===== src/rtl/glitch_sequencer.sv =====
// Trigger-to-pulse timing controller feeding the glitch output stage.
// Define GLITCH_TRIG_SYNC_EN to pass trigger through a two-flop synchronizer.
module glitch_sequencer #(
    parameter int CNT_W = 16,
    parameter int REP_W = 8
) (
    input  logic             clk_in,
    input  logic             rst_n,
    input  logic             arm,
    input  logic             abort,
    input  logic             trigger,
    input  logic [CNT_W-1:0] cfg_delay,
    input  logic [CNT_W-1:0] cfg_width,
    input  logic [CNT_W-1:0] cfg_gap,
    input  logic [REP_W-1:0] cfg_count,
    input  logic [7:0]       cfg_mode,
    output logic             en,
    output logic [7:0]       mode,
    output logic             armed,
    output logic             busy,
    output logic             done
);

    typedef enum logic [2:0] {
        S_IDLE,
        S_ARMED,
        S_DELAY,
        S_GLITCH,
        S_GAP,
        S_DONE
    } state_e;

    localparam logic [CNT_W-1:0] CNT_ONE = CNT_W'(1);
    localparam logic [REP_W-1:0] REP_ONE = REP_W'(1);

    logic trig_s;

`ifdef GLITCH_TRIG_SYNC_EN
    logic [1:0] sync_q;

    always_ff @(posedge clk_in or negedge rst_n) begin
        if (!rst_n) begin
            sync_q <= '0;
        end else begin
            sync_q <= {sync_q[0], trigger};
        end
    end

    assign trig_s = sync_q[1];
`else
    assign trig_s = trigger;
`endif

    state_e           state_q, state_d;
    logic [CNT_W-1:0] cnt_q, cnt_d;
    logic [REP_W-1:0] pcnt_q, pcnt_d;
    logic [CNT_W-1:0] sh_delay_q, sh_delay_d;
    logic [CNT_W-1:0] sh_width_q, sh_width_d;
    logic [CNT_W-1:0] sh_gap_q, sh_gap_d;
    logic [REP_W-1:0] sh_count_q, sh_count_d;
    logic [7:0]       mode_q, mode_d;
    logic             en_q, en_d;
    logic             armed_q, armed_d;
    logic             busy_q, busy_d;
    logic             done_q, done_d;
    logic             trig_q;
    logic             trig_edge;

    assign trig_edge = trig_s & ~trig_q;

    always_comb begin
        state_d    = state_q;
        cnt_d      = cnt_q;
        pcnt_d     = pcnt_q;
        sh_delay_d = sh_delay_q;
        sh_width_d = sh_width_q;
        sh_gap_d   = sh_gap_q;
        sh_count_d = sh_count_q;
        mode_d     = mode_q;

        case (state_q)
            S_IDLE: begin
                if (arm) begin
                    sh_delay_d = cfg_delay;
                    sh_width_d = (cfg_width == '0) ? CNT_ONE : cfg_width;
                    sh_gap_d   = (cfg_gap == '0) ? CNT_ONE : cfg_gap;
                    sh_count_d = (cfg_count == '0) ? REP_ONE : cfg_count;
                    mode_d     = cfg_mode;
                    state_d    = S_ARMED;
                end
            end
            S_ARMED: begin
                if (trig_edge) begin
                    cnt_d   = sh_delay_q;
                    pcnt_d  = sh_count_q;
                    state_d = S_DELAY;
                end
            end
            S_DELAY: begin
                if (cnt_q == '0) begin
                    cnt_d   = sh_width_q;
                    state_d = S_GLITCH;
                end else begin
                    cnt_d = cnt_q - CNT_ONE;
                end
            end
            S_GLITCH: begin
                if (cnt_q == CNT_ONE) begin
                    if (pcnt_q == REP_ONE) begin
                        state_d = S_DONE;
                    end else begin
                        pcnt_d  = pcnt_q - REP_ONE;
                        cnt_d   = sh_gap_q;
                        state_d = S_GAP;
                    end
                end else begin
                    cnt_d = cnt_q - CNT_ONE;
                end
            end
            S_GAP: begin
                if (cnt_q == CNT_ONE) begin
                    cnt_d   = sh_width_q;
                    state_d = S_GLITCH;
                end else begin
                    cnt_d = cnt_q - CNT_ONE;
                end
            end
            S_DONE: begin
                state_d = S_IDLE;
            end
            default: begin
                state_d = S_IDLE;
            end
        endcase

        if (abort && (state_q != S_IDLE)) begin
            state_d = S_IDLE;
        end

        // Outputs are decoded from the next state so they register alongside it.
        en_d    = (state_d == S_GLITCH);
        armed_d = (state_d == S_ARMED);
        busy_d  = (state_d != S_IDLE);
        done_d  = (state_d == S_DONE);
    end

    always_ff @(posedge clk_in or negedge rst_n) begin
        if (!rst_n) begin
            state_q    <= S_IDLE;
            cnt_q      <= '0;
            pcnt_q     <= '0;
            sh_delay_q <= '0;
            sh_width_q <= '0;
            sh_gap_q   <= '0;
            sh_count_q <= '0;
            mode_q     <= '0;
            en_q       <= 1'b0;
            armed_q    <= 1'b0;
            busy_q     <= 1'b0;
            done_q     <= 1'b0;
            trig_q     <= 1'b0;
        end else begin
            state_q    <= state_d;
            cnt_q      <= cnt_d;
            pcnt_q     <= pcnt_d;
            sh_delay_q <= sh_delay_d;
            sh_width_q <= sh_width_d;
            sh_gap_q   <= sh_gap_d;
            sh_count_q <= sh_count_d;
            mode_q     <= mode_d;
            en_q       <= en_d;
            armed_q    <= armed_d;
            busy_q     <= busy_d;
            done_q     <= done_d;
            trig_q     <= trig_s;
        end
    end

    assign en    = en_q;
    assign mode  = mode_q;
    assign armed = armed_q;
    assign busy  = busy_q;
    assign done  = done_q;

endmodule


===== config.mk =====
export PLATFORM = sky130hd
export DESIGN_NAME = glitch_sequencer
export DESIGN_NICKNAME = d
export VERILOG_FILES = /design/src/rtl/glitch_sequencer.sv
export SDC_FILE = /design/constraint.sdc
export NUM_CORES = 1
export LEC_CHECK = 0
export BUFFER_PORTS_ARGS = -buffer_cell sky130_fd_sc_hd__buf_2
export CORE_MARGIN = 2
export CORE_UTILIZATION = 60
export DETAILED_ROUTE_END_ITERATION = 8
export PLACE_DENSITY = 0.86
export SLEW_MARGIN = 30
export SYNTH_ARGS = -nofsm -noshare
export SYNTH_HDL_FRONTEND = slang
export SYNTH_SLANG_ARGS = --single-unit

===== constraint.sdc =====
create_clock -name clk_in -period 4.3 [get_ports clk_in]
set_input_delay 0.43 -clock clk_in [delete_from_list [all_inputs] [get_ports clk_in]]
set_output_delay 0.43 -clock clk_in [all_outputs]
set_load 0.02 [all_outputs]

==> results.py <==
metrics = {
    "timing": {
        "setup_tns_ns": 0,
        "fin_crit_ns": 2.97,
        "final_max_slew_viol_count": 0,
        "hold_viol_final": 0,
        "fin_crit_sh": 0.690,
        "setup_violations": 0,
        "rsz0062_at_grt": "false",
        "skew_ns": 0.0114,
        "relSlewSlack": 0.459,
        "worst_slew_pin_slew_ns": 0.812,
        "max_clock_freq_mhz": 337,
        "holdWs_ns": 0.147,
    },
    "setup_path": {
        "crit_arrival_ns": 3.24,
        "required_ns": 4.57,
        "start_kind": "flop",
        "crit_type": "reg2reg",
        "cp_max_fo": 22,
        "cp-end-kind": "flop",
    },
    "clock_network": {
        "cts_hold_buf": 0,
        "cts_resized": 0,
        "h-tree-depth": 3,
        "cts_tree": "built",
        "cts_made_buffers": 9,
        "cts.sinks": 96,
        "clock_latency_ns": 0.37,
        "root_buffer": "clkbuf_8",
        "cts_setup_buffers": 0,
        "clk_path_buf_depth": 2,
        "clk_pin_slew_ns": 0.10,
    },
    "floorplan": {
        "die_h_um": 93.3,
        "core_area_um2": 7730,
        "rows": 32,
        "initial_core_util": 0.619,
        "num_io_pins": 81,
        "die-area_um2": 8700,
        "die_w_um": 93.3,
    },
    "routing": {
        "drt_first_iter_violations": 375,
        "routedWlPerCell_um": 18.8,
        "routed_wl_um": 11500,
        "viasPerCell": 6.29,
        "drc": 0,
        "dr.pass1.iters": 5,
        "vias": 3850,
        "ant_nets": 0,
    },
    "logic_synthesis": {
        "avgSynthCellArea_um2": 11.0,
        "yosysUniqueCellTypes": 61,
        "yosysWarnings": 0,
        "yosysTopAreaCellShare": 0.502,
        "synth_nets": 506,
        "synth_largest_area_cell": "dfrtp_1",
        "synthCells": 433,
        "ys_ff_latch": 96,
        "ys_seq_area_frac": 0.502,
        "ys_top_cells_by_area": "dfrtp_1, mux2_2, nor2_1, a21oi_1, nor3_1",
        "async_flop_share": 1.00,
        "synth_edf_count": 0,
        "synthFlopType": "dfrtp_1",
        "syn_area_um2": 4780,
    },
    "grt": {
        "grt_pass1_wl_um": 18900,
        "antenna_found_initial": 0,
        "grt_pass1_vias": 3739,
        "gr-total-overflow": 0,
        "grtUsageTotal": 0.277,
        "grt_max_degree": 68,
    },
    "power_and_ir_drop": {
        "leakagePower_nw": 2.35,
        "p_total_w": 0.00374,
        "power_density_nw_per_um2": 688,
        "ir_drop_mv": 0.440,
    },
    "layout": {
        "drive_gt1_frac": 0.341,
        "nets": 578,
        "diodes": 0,
        "area_delta_synth_final_pct": 13.6,
    },
    "place": {
        "port_buffers": 80,
        "place_congestion": 0.937,
        "dp_hpwl_um": 8040,
    },
    "outcome": {
        "status": "finished, final reports clean",
    },
    "hold_path": {
        "holdCritPathClass": "in2async",
    },
    "flow_run": {
        "maxCapViolCount": 0,
    },
}
-- registers in the layout (all words and copies together), names as in the netlist --
name and cells:
armed 1, busy 1, cnt_q 16, done 1, en 1, mode 8
pcnt_q 8, sh_count_q 8, sh_delay_q 16, sh_gap_q 16, sh_width_q 16, state_q 3
trig_q 1
-- cell families (layout without fill, tap and decap cells) --
group / count (synthesis) / after routing / synth area share
compound gates: 100 / 100 / 0.145
xor+xnor: 3 / 3 / 0.00550
fa+ha+maj: 4 / 4 / 0.0105
buf+inv: 29 / 106 / 0.0298
flops: 96 / 96 / 0.502
mux: 62 / 62 / 0.146
simple gates: 139 / 139 / 0.161
-- worst paths after layout --
path,start,endpoint,cells after the start,slack [ns]
max,state_q[1]$_DFF_PN0_,cnt_q[12]$_DFFE_PN0P_,7,1.33
min in group clk_in,trigger,trig_q$_DFF_PN0_,1,0.19
min reg2reg,mode[4]$_DFFE_PN0P_,mode[4]$_DFFE_PN0P_,1,0.51
max reg2reg,state_q[1]$_DFF_PN0_,cnt_q[12]$_DFFE_PN0P_,7,1.33
min,rst_n,mode[3]$_DFFE_PN0P_,1,0.15
max in group asynchronous,rst_n,sh_width_q[13]$_DFFE_PN0P_,2,3.23
-- layout by cell type, fill, tap and decap left out, types with 2 or more instances in the layout --
master    synthesis  layout
a211o_1           3       3
a211oi_1          6       6
a21o_1            2       2
a21oi_1          25      25
a221o_1           5       5
a221oi_1          5       5
a22o_1            2       2
a22oi_1           3       3
a311oi_1          3       3
a41oi_1           2       2
and3_1            3       3
and3b_1           2       2
and4b_1           2       2
buf_2             9      79
buf_4             2       6
clkbuf_8          0      10
clkinv_4          0       3
dfrtp_1          96      96
ha_1              4       4
inv_1             5       5
mux2_2           61      61
nand2_1          20      20
nand2b_1          5       5
nand3_1           5       5
nand4b_1          3       3
nor2_1           43      43
nor2b_1           5       5
nor3_1           25      25
nor4_1            9       9
nor4_2            2       2
nor4b_4           2       2
o211ai_1          3       3
o21ai_0          17      17
o22ai_1           2       2
o31a_1            2       2
o31ai_1          10      10
or4_1             2       2
xor2_1            2       2
-- routing by layer --
layer	routed length, µm	GRT usage
met1	5070	0.403
met2	5450	0.428
met3	744	0.0500
met4	216	0.0858
met5	0	0
-- synth_stat cells (3+ instances only) --
| cell | count |
|---|---|
| nor4_1 | 9 |
| nor2_1 | 43 |
| nor3_1 | 25 |
| nand3_1 | 5 |
| ha_1 | 4 |
| o21ai_0 | 17 |
| buf_2 | 9 |
| a211o_1 | 3 |
| inv_1 | 5 |
| a22oi_1 | 3 |
| a211oi_1 | 6 |
| and3_1 | 3 |
| mux2_2 | 61 |
| a21oi_1 | 25 |
| nand2_1 | 20 |
| clkbuf_1 | 11 |
| o211ai_1 | 3 |
| o31ai_1 | 10 |
| dfrtp_1 | 96 |
| nand2b_1 | 5 |
| a221oi_1 | 5 |
| a311oi_1 | 3 |
| nor2b_1 | 5 |
| nand4b_1 | 3 |
| a221o_1 | 5 |
-- worst max-delay path: stages (launching register included) --
cell and delay, ns:
dfrtp_1 0.64, or3b_2 0.60, nand2_1 0.56, a221oi_2 0.16
buf_4 0.24, nor3_1 0.33, a21oi_1 0.13, o31ai_1 0.21
-- report_power, final --
part,switching [W],total (W),internal [W]
Combinational,0.000729,0.00140,0.000667
Clock,0.000355,0.000596,0.000241
Sequential,0.000400,0.00174,0.00134
Total,0.00148,0.00374,0.00225
-- final cells by class --
type                    count  area, µm²
clock buffers              10        138
clock inverters             6       62.6
fillers                   564       2300
inverters                   5       18.8
multi-input cells         308       2240
flip-flops and latches     96       2400
well taps                 102        128
repair buffers             85        440
-- through the flow --
| stage | instance area [µm²] | cells | worst slack [ns] | util |
|---|---|---|---|---|
| global placement | 5220 | 595 | 1.53 | 0.676 |
| detailed placement | 5220 | 595 | 1.41 | 0.676 |
| CTS | 5420 | 611 | 1.38 | 0.702 |
| global route | 5430 | 612 | 1.16 | 0.703 |
| finish | 5430 | 612 | 1.33 | 0.703 |
| floorplan | 4780 | 433 | 1.98 | - |
Power figures use the tool's default switching activity.
